### src/rtl/lab_monitor_pkg.sv
// Shared display constants and segment decoding for the lab occupancy monitor.
// Segment patterns are {g,f,e,d,c,b,a}, active-high.
package lab_monitor_pkg;

  localparam logic [6:0] SEG_0     = 7'b0111111;
  localparam logic [6:0] SEG_1     = 7'b0000110;
  localparam logic [6:0] SEG_2     = 7'b1011011;
  localparam logic [6:0] SEG_3     = 7'b1001111;
  localparam logic [6:0] SEG_4     = 7'b1100110;
  localparam logic [6:0] SEG_5     = 7'b1101101;
  localparam logic [6:0] SEG_6     = 7'b1111101;
  localparam logic [6:0] SEG_7     = 7'b0000111;
  localparam logic [6:0] SEG_8     = 7'b1111111;
  localparam logic [6:0] SEG_9     = 7'b1101111;
  localparam logic [6:0] SEG_BLANK = 7'b0000000;

  function automatic logic [6:0] seg_decode(input logic [3:0] bcd);
    logic [6:0] seg;
    case (bcd)
      4'd0:    seg = SEG_0;
      4'd1:    seg = SEG_1;
      4'd2:    seg = SEG_2;
      4'd3:    seg = SEG_3;
      4'd4:    seg = SEG_4;
      4'd5:    seg = SEG_5;
      4'd6:    seg = SEG_6;
      4'd7:    seg = SEG_7;
      4'd8:    seg = SEG_8;
      4'd9:    seg = SEG_9;
      default: seg = SEG_BLANK;
    endcase
    return seg;
  endfunction

endpackage

### src/rtl/comp_debounce.sv
// Two-flop synchroniser and debounce for one active-low "computer in use" line.
// A change is accepted only after DEBOUNCE_CYCLES consecutive differing samples.
module comp_debounce #(
  parameter int DEBOUNCE_CYCLES = 4
) (
  input  logic clk,
  input  logic rst_n,
  input  logic din,
  output logic stable
);

  localparam int DCW = (DEBOUNCE_CYCLES > 1) ? $clog2(DEBOUNCE_CYCLES) : 1;
  localparam logic [DCW-1:0] CNT_TC = DCW'(DEBOUNCE_CYCLES - 1);

  logic           sync1;
  logic           sync2;
  logic [DCW-1:0] cnt;

  // Sync flops reset to the idle level so release from reset causes no spurious change.
  always_ff @(posedge clk or negedge rst_n) begin
    if (!rst_n) begin
      sync1  <= 1'b1;
      sync2  <= 1'b1;
      cnt    <= '0;
      stable <= 1'b1;
    end else begin
      sync1 <= din;
      sync2 <= sync1;
      if (sync2 == stable) begin
        cnt <= '0;
      end else if (cnt == CNT_TC) begin
        stable <= sync2;
        cnt    <= '0;
      end else begin
        cnt <= cnt + 1'b1;
      end
    end
  end

endmodule

### src/rtl/lab_monitor.sv
// Lab occupancy monitor: debounced in-use count, peak tracking and a scanned
// multi-digit 7-segment display of either the current or the peak count.
module lab_monitor
  import lab_monitor_pkg::*;
#(
  parameter int N_COMPS         = 16,
  parameter int N_DIGITS        = 2,
  parameter int DEBOUNCE_CYCLES = 4,
  parameter int SCAN_DIV        = 1024,
  localparam int CW             = $clog2(N_COMPS + 1)
) (
  input  logic                clk,
  input  logic                rst_n,
  input  logic [N_COMPS-1:0]  comps,
  input  logic                show_peak,
  input  logic                clear_peak,
  output logic [CW-1:0]       count,
  output logic [CW-1:0]       peak,
  output logic                full,
  output logic                empty,
  output logic [6:0]          segs,
  output logic [N_DIGITS-1:0] an
);

  localparam int DW = (N_DIGITS > 1) ? $clog2(N_DIGITS) : 1;
  localparam int SW = $clog2(SCAN_DIV);
  localparam int BW = 4 * N_DIGITS;
  localparam logic [SW-1:0] SCAN_TC   = SW'(SCAN_DIV - 1);
  localparam logic [DW-1:0] DIGIT_TC  = DW'(N_DIGITS - 1);

  logic [N_COMPS-1:0] stable;
  logic [CW-1:0]      pop;

  for (genvar i = 0; i < N_COMPS; i++) begin : g_db
    comp_debounce #(
      .DEBOUNCE_CYCLES(DEBOUNCE_CYCLES)
    ) u_db (
      .clk   (clk),
      .rst_n (rst_n),
      .din   (comps[i]),
      .stable(stable[i])
    );
  end

  always_comb begin
    pop = '0;
    for (int i = 0; i < N_COMPS; i++) begin
      pop = pop + CW'(!stable[i]);
    end
  end

  // clear_peak reloads from the current count, so a rise on that same edge is not lost.
  always_ff @(posedge clk or negedge rst_n) begin
    if (!rst_n) begin
      count <= '0;
      full  <= 1'b0;
      empty <= 1'b1;
      peak  <= '0;
    end else begin
      count <= pop;
      full  <= (pop == CW'(N_COMPS));
      empty <= (pop == '0);
      if (clear_peak || (count > peak)) begin
        peak <= count;
      end
    end
  end

  logic [SW-1:0]       scan_cnt;
  logic [DW-1:0]       digit_idx;
  logic [CW-1:0]       snapshot;
  logic                scan_wrap;
  logic                frame_wrap;
  logic [DW-1:0]       idx_next;
  logic [CW-1:0]       snap_next;
  logic [BW-1:0]       bcd;
  logic [BW-1:0]       bcd_upper;
  logic [3:0]          digit;
  logic                blank;
  logic [6:0]          segs_next;
  logic [N_DIGITS-1:0] an_next;

  assign scan_wrap  = (scan_cnt == SCAN_TC);
  assign frame_wrap = scan_wrap && (digit_idx == DIGIT_TC);
  assign idx_next   = !scan_wrap ? digit_idx : (frame_wrap ? '0 : digit_idx + 1'b1);
  // The digit shown after a frame boundary must come from the new snapshot.
  assign snap_next  = frame_wrap ? (show_peak ? peak : count) : snapshot;

  always_comb begin
    bcd = '0;
    for (int i = CW - 1; i >= 0; i--) begin
      for (int d = 0; d < N_DIGITS; d++) begin
        if (bcd[4*d +: 4] > 4'd4) begin
          bcd[4*d +: 4] = bcd[4*d +: 4] + 4'd3;
        end
      end
      bcd = {bcd[BW-2:0], snap_next[i]};
    end
  end

  assign digit     = bcd[4*int'(idx_next) +: 4];
  assign bcd_upper = bcd >> (4 * int'(idx_next));
  assign blank     = (idx_next != '0) && (bcd_upper == '0);
  assign segs_next = blank ? SEG_BLANK : seg_decode(digit);
  assign an_next   = N_DIGITS'(1) << idx_next;

  always_ff @(posedge clk or negedge rst_n) begin
    if (!rst_n) begin
      scan_cnt  <= '0;
      digit_idx <= '0;
      snapshot  <= '0;
      segs      <= SEG_0;
      an        <= N_DIGITS'(1);
    end else begin
      scan_cnt <= scan_wrap ? '0 : scan_cnt + 1'b1;
      if (scan_wrap) begin
        digit_idx <= idx_next;
        snapshot  <= snap_next;
        segs      <= segs_next;
        an        <= an_next;
      end
    end
  end

endmodule

### config.mk
export PLATFORM = sky130hd
export DESIGN_NAME = lab_monitor
export DESIGN_NICKNAME = d
export VERILOG_FILES = /design/src/rtl/lab_monitor_pkg.sv /design/src/rtl/comp_debounce.sv /design/src/rtl/lab_monitor.sv
export SDC_FILE = /design/constraint.sdc
export NUM_CORES = 1
export LEC_CHECK = 0
export CORE_MARGIN = 1
export CORE_UTILIZATION = 63
export DETAILED_ROUTE_END_ITERATION = 10
export PLACE_DENSITY = 0.85
export SKIP_CTS_REPAIR_TIMING = 1
export SLEW_MARGIN = 25
export SYNTH_ARGS = -nofsm -noshare
export SYNTH_HDL_FRONTEND = slang
export SYNTH_SLANG_ARGS = --single-unit
### constraint.sdc
create_clock -name clk -period 9.8 [get_ports clk]
set_input_delay 1.96 -clock clk [delete_from_list [all_inputs] [get_ports clk]]
set_output_delay 1.96 -clock clk [all_outputs]
set_load 0.1 [all_outputs]
## Word-level counts from Yosys, hierarchy flattened

Memories as Yosys holds them, arrays and structs flattened.
Cells that the tools add are included.

| word-level totals | value |
|---|---|
| register bits | 117 |
| ROM bits | 112 |
| input bits | 20 |
| output and inout port bits | 21 |
| memories | 1 |

Memory list:

| memory | words | width | rd ports | clocked after Yosys merged registers in | wr ports | line | text |
|---|---|---|---|---|---|---|---|
| (name not given) | 16 | 7 | 1 | 0 | 0 | lab_monitor_pkg.sv:19 | `case (bcd)` |

| cells by class | value |
|---|---|
| $add $sub $neg | 35 |
| $lt $le $gt $ge | 3 |
| equality and inequality tests | 34 |
| shifts and indexed selects | 3 |
| multiplexer cells | 40 |
| bitwise operators | 16 |
| reduce and logical (&&, ||, !) cells | 37 |

Operators with widths:

| cell | count |
|---|---|
| 2-bit 2-to-1 mux | 32 |
| 5-bit by 1-bit adder with 5-bit output | 11 |
| 2-bit by 1-bit adder with 2-bit output (second input constant) | 16 |
| 2-bit == test (second input constant) | 16 |
| 2-bit AND reduction | 16 |
| 1-bit == test | 16 |
| 1-bit zero test | 16 |
| 1-bit NOT | 16 |
| 10-bit by 1-bit adder with 10-bit output (second input constant) | 1 |
| 10-bit == test (second input constant) | 1 |
| 10-bit 2-to-1 mux | 1 |
| 5-bit 2-to-1 mux | 2 |
| 8-bit zero test | 1 |
| 4-bit 2-to-1 mux | 2 |
| 8-bit by 4-bit variable part select with 4-bit output | 1 |
| 6-bit by 3-bit >> shifter with 8-bit output | 1 |
| 7-bit 2-to-1 mux | 1 |
| 4-bit by 1-bit adder with 5-bit output | 1 |
| 5-bit == test (second input constant) | 1 |
| 5-bit greater-than comparator | 1 |
| 5-bit zero test | 1 |
| 3-bit by 1-bit adder with 4-bit output | 1 |
| 3-bit by 2-bit adder with 4-bit output (second input constant) | 1 |
| 4-bit by 2-bit adder with 4-bit output (second input constant) | 1 |
| other kinds (9) | 11 |

## Depth between registers and ports, before layout

| depth | value |
|---|---|
| word-level depth | 17 |
| gate-level depth with buffers | 25 |
| mapped depth without buffers | 23 |

## Modules after synthesis

A second synthesis with hierarchy kept.

| unflattened totals | value |
|---|---|
| cells, all modules | 460 |
| area, all modules | 5,627.9 µm² |

Modules (own cells, without submodules):

| module | times used | cells an instance | area an instance (µm²) | seq. area each (µm²) |
|---|---|---|---|---|
| comp_debounce | 16 | 10 | 177.7 | 128.9 |
| lab_monitor | 1 | 300 | 2,785.2 | 910.9 |

## Least setup slack after synthesis

OpenSTA, ideal clock, no wires.

| timing path | value |
|---|---|
| path kind | in2reg |
| from | input port show_peak |
| to | register segs[5] |
| setup time | 0.091 ns |
| arrival time | 5.013 ns |
| required time | 9.709 ns |
| path slack | 4.697 ns |
| stages on the path | 19 |
| buffers on the path | 2 |
| cell sequence | buf_6 -> mux2i_4 -> a21oi_2 -> nor2_1 -> inv_1 -> ha_1 -> clkbuf_1 -> nor3b_1 -> a21oi_1 -> a21oi_1 -> o21ai_0 -> a32o_1 -> o21ai_0 -> inv_1 -> ha_1 -> nand2_1 -> nand2_1 -> o41a_1 -> o31ai_1 |

| on the way | value |
|---|---|
| word-level cells in the longest chain between the ends | 10 |
| elaborated cells on any way between the ends | 14 |
| classes of those cells | add/sub (2); order compare (2); shift (2); mux (5); reduce/logical (2); memory (1) |

Ends and longest elaborated chain:

| element | line | text |
|---|---|---|
| start, declared | lab_monitor.sv:15 | `input logic show_peak,` |
| 5-bit 2-to-1 mux (*) (2 in a row) | lab_monitor.sv:87 | `assign snap_next = frame_wrap ? (show_peak ? peak : count) : snapshot;` |
| branches (longest 7 deep; another with memory read 16 x 7 bit) | -- |  |
| 7-bit 2-to-1 mux (*) | lab_monitor.sv:104 | `assign segs_next = blank ? SEG_BLANK : seg_decode(digit);` |
| end signal, assigned | lab_monitor.sv:119 | `segs <= segs_next;` |
| end, declared | lab_monitor.sv:21 | `output logic [6:0] segs,` |

Mark *: on every way between the ends.
A chain may end at the register's enable or synchronous reset.

## Final worst setup path

| timing path | value |
|---|---|
| from | register scan_cnt[0] |
| to | register segs[5] |

| on the way | value |
|---|---|
| word-level cells in the longest chain between the ends | 11 |
| elaborated cells on any way between the ends | 17 |
| classes of those cells | add/sub (2); order compare (2); eq/ne (1); shift (2); mux (6); reduce/logical (3); memory (1) |

Ends and longest elaborated chain:

| element | line | text |
|---|---|---|
| start, declared | lab_monitor.sv:69 | `logic [SW-1:0] scan_cnt;` |
| start signal, assigned | lab_monitor.sv:115 | `scan_cnt <= scan_wrap ? '0 : scan_cnt + 1'b1;` |
| 10-bit == test (*) | lab_monitor.sv:83 | `assign scan_wrap = (scan_cnt == SCAN_TC);` |
| branches (longest 10 deep; another with memory read 16 x 7 bit) | -- |  |

Marks and branches as above.

==> impl_metrics.csv <==
group,metric,value,unit
cells_and_area,area.sequential,0.00297,mm2
timing,skew,9.62,ps
yosys,yosys.area.top_type,"dfrtp_1",
grt,grt_util_all_layers,25.0,%
cells_and_area,n_antenna_cell,0,
critical_path,worst_setup_path_start_kind,"register",
die,io_pins,41,
timing,fin_crit_sh,61.9,%
timing,max_slew_margin,35.0,%
cells_and_area,area.growth.synth_to_final,19.6,%
drt,wl,9710,um
yosys,synth-main-ff-cell,"dfrtp_1",
drt,final_antenna_net_count,0,
cells_and_area,nets,556,
critical_path,critPathLaunch,"scan_cnt[0]",
yosys,ys_types,54,
drt,detailroute.via_count,3414,
yosys,syn-cell-area,0.00535,mm2
timing,fmax,165,MHz
clocking,clk_latency,510,ps
die,rows,33,
timing,report.final.setup_viol,0,
yosys,synth_seq_area_share,55.6,%
yosys,syn_nets,507,
yosys,yosysWarningCount,0,
grt,grt_pass1_wl,16600,um
placement,place_congestion,0.866,
clocking,cts_made_buffers,17,
critical_path,arrival,6490,ps
run_status,outcome,"completed",
die,die-area,0.00886,mm2
yosys,synth_seq_cells,116,
cells_and_area,drive_gt1_share,21.8,%
timing,min_period,6070,ps
drt,via_per_inst,5.60,
clocking,cts_root_buffer,"clkbuf_8",
placement,place_hpwl,6520,um
yosys,synth_edf_count,0,
drt,first_pass_iters,6,
hold_path,hp-start,"g_db[4].u_db.sync1",
yosys,synth.area.top_cells,"dfrtp_1 (28%), dfstp_2 (28%), ha_1 (8.0%), fa_1 (3.7%), xnor2_1 (2.6%)",
critical_path,crit_path_end_kind,"register",
die,start_util,65.1,%
grt,antenna_found_initial,0,
yosys,synthTopCellsByCount,"dfrtp_1 (60), dfstp_2 (56), inv_1 (35), ha_1 (34), nand2_1 (31)",
hold_path,hold_path.class,"register to register",
timing,final.setup.tns,0,ps
critical_path,crit_type,"register to register",
drt,drt_iter0_drc,146,
clocking,cts_tree,"yes",
cells_and_area,fillers,506,
clocking,cts_sinks,116,
yosys,yosysMostFrequentCell,"dfrtp_1",
grt,gr-total-overflow,0,
die,die_w,94.1,um
grt,grt_max_degree,66,
timing,rsz0062_at_grt,"false",
cells_and_area,fin_util,77.8,%
yosys,synth_top_area_share,28.1,%
yosys,synthArstFlopShare,100,%
cells_and_area,multi_input_area,0.00218,mm2
timing,finalHoldViolCount,0,
yosys,synth_area_per_cell,12.1,um2
drt,drc,0,
die,core_area,0.00822,mm2
drt,wl_per_cell,15.9,um
critical_path,critPathMaxFanout,23,
critical_path,cp.required,10220,ps
critical_path,r2r_start,"scan_cnt[0]",
placement,portBuffers,40,
grt,grt_pass1_vias,3564,
timing,drv_slew,0,
clocking,cts_buffer_depth,2,
die,die_height,94.1,um
yosys,synthCells,443,
clocking,path_clk_slew,60,ps
clocking,cts_max_level,4,
job,drv_cap,0,
timing,worstMarginPinSlew,972,ps
-- registers in the layout (all words and copies together) (netlist names), 7 cells and up --
signal	flops
g_db.u_db.cnt	32
g_db.u_db.stable	16
g_db.u_db.sync1	16
g_db.u_db.sync2	16
scan_cnt	10
segs	7
-- logic make-up (layout without fill, tap and decap cells) --
kind of cell               after synthesis  in the layout  synth area share (%)
AOI/OAI and AO/OA                       77             77                  9.71
xor gates and xnor gates                25             25                  4.09
adders and majority gates               45             45                  11.9
buffers and inverters                   47            109                  3.72
DFF                                    116            116                  55.6
muxes                                   19             19                  4.35
and+or+nand+nor                        114            114                  10.6
-- through the flow --
stage | setup slack [ps] | hold slack [ps] | cells | cell area (um2)
6_report | 3730 | 352 | 610 | 6390
3_3_place_gp | 3820 | 346 | 578 | 5820
5_1_grt | 2970 | 353 | 610 | 6390
4_1_cts | 3720 | 354 | 610 | 6390
3_5_place_dp | 3710 | 347 | 578 | 5820
2_1_floorplan | 4700 | 345 | 443 | 5350
-- cell usage in the layout, fill, tap and decap left out, types with 4 or more instances in the layout --
cell type / netlist / final
nor3_1: 12 / 12
and2_1: 7 / 7
a21oi_1: 12 / 12
dfstp_2: 56 / 56
inv_6: 0 / 4
nor2_1: 24 / 24
dfrtp_1: 60 / 60
mux2_2: 11 / 11
inv_1: 35 / 35
nand2_1: 31 / 31
mux2i_1: 6 / 6
a211oi_1: 4 / 4
xor2_1: 9 / 9
o31ai_1: 4 / 4
nand3_1: 7 / 7
xnor2_1: 16 / 16
clkbuf_16: 0 / 16
nor2b_1: 12 / 12
o21ai_0: 26 / 26
clkdlybuf4s50_1: 0 / 39
fa_1: 10 / 10
ha_1: 34 / 34
a21o_1: 5 / 5
nor3b_1: 7 / 7
-- critical path, stage by stage (launching register included) --
cell and delay (ps):
dfrtp_1 390, ha_1 200, nand3_1 140, nor2_1 210, nand4_1 680, inv_1 510
ha_1 610, nor2_1 160, a21oi_1 310, nor2_1 110, inv_1 90, ha_1 290
nor3b_1 220, a21oi_1 70, a21oi_1 130, o21ai_0 90, a32o_1 300, o21ai_0 310
inv_1 150, ha_1 240, nand2_1 70, nand2_1 160, o41a_1 450, o31ai_1 70
-- final timing paths --
path                                  endpoint  slack [ps]  cells past startpoint
max reg2reg                            segs[5]        3730                     23
min reg2reg                 g_db[4].u_db.sync2         350                      0
max in group asynchronous  g_db[6].u_db.cnt[1]        7140                      2
min                         g_db[4].u_db.sync2         350                      0
min in group asynchronous          snapshot[4]        1510                      1
max                                    segs[5]        3730                     23
-- per-layer routing --
metal | up-vias | share of wire, % | GRT usage, %
met5 | - | 0 | 0
met4 | 0 | 2.2 | 10.0
met3 | 19 | 3.5 | 5.50
met2 | 89 | 51 | 42.2
met1 | 1689 | 43 | 31.4
li1 | 1617 | - | -
-- area by class of cell --
class / count / area share (%)
clock buffers: 18 / 6.69
clock inverters: 14 / 2.27
inverters: 36 / 2.11
multi-input cells: 280 / 34.0
flip-flops and latches: 116 / 46.5
well taps: 105 / 2.05
repair buffers: 41 / 6.34
Power is not shown: default switching activity piles up to over one toggle a cycle in this logic, so the estimate is an artifact.
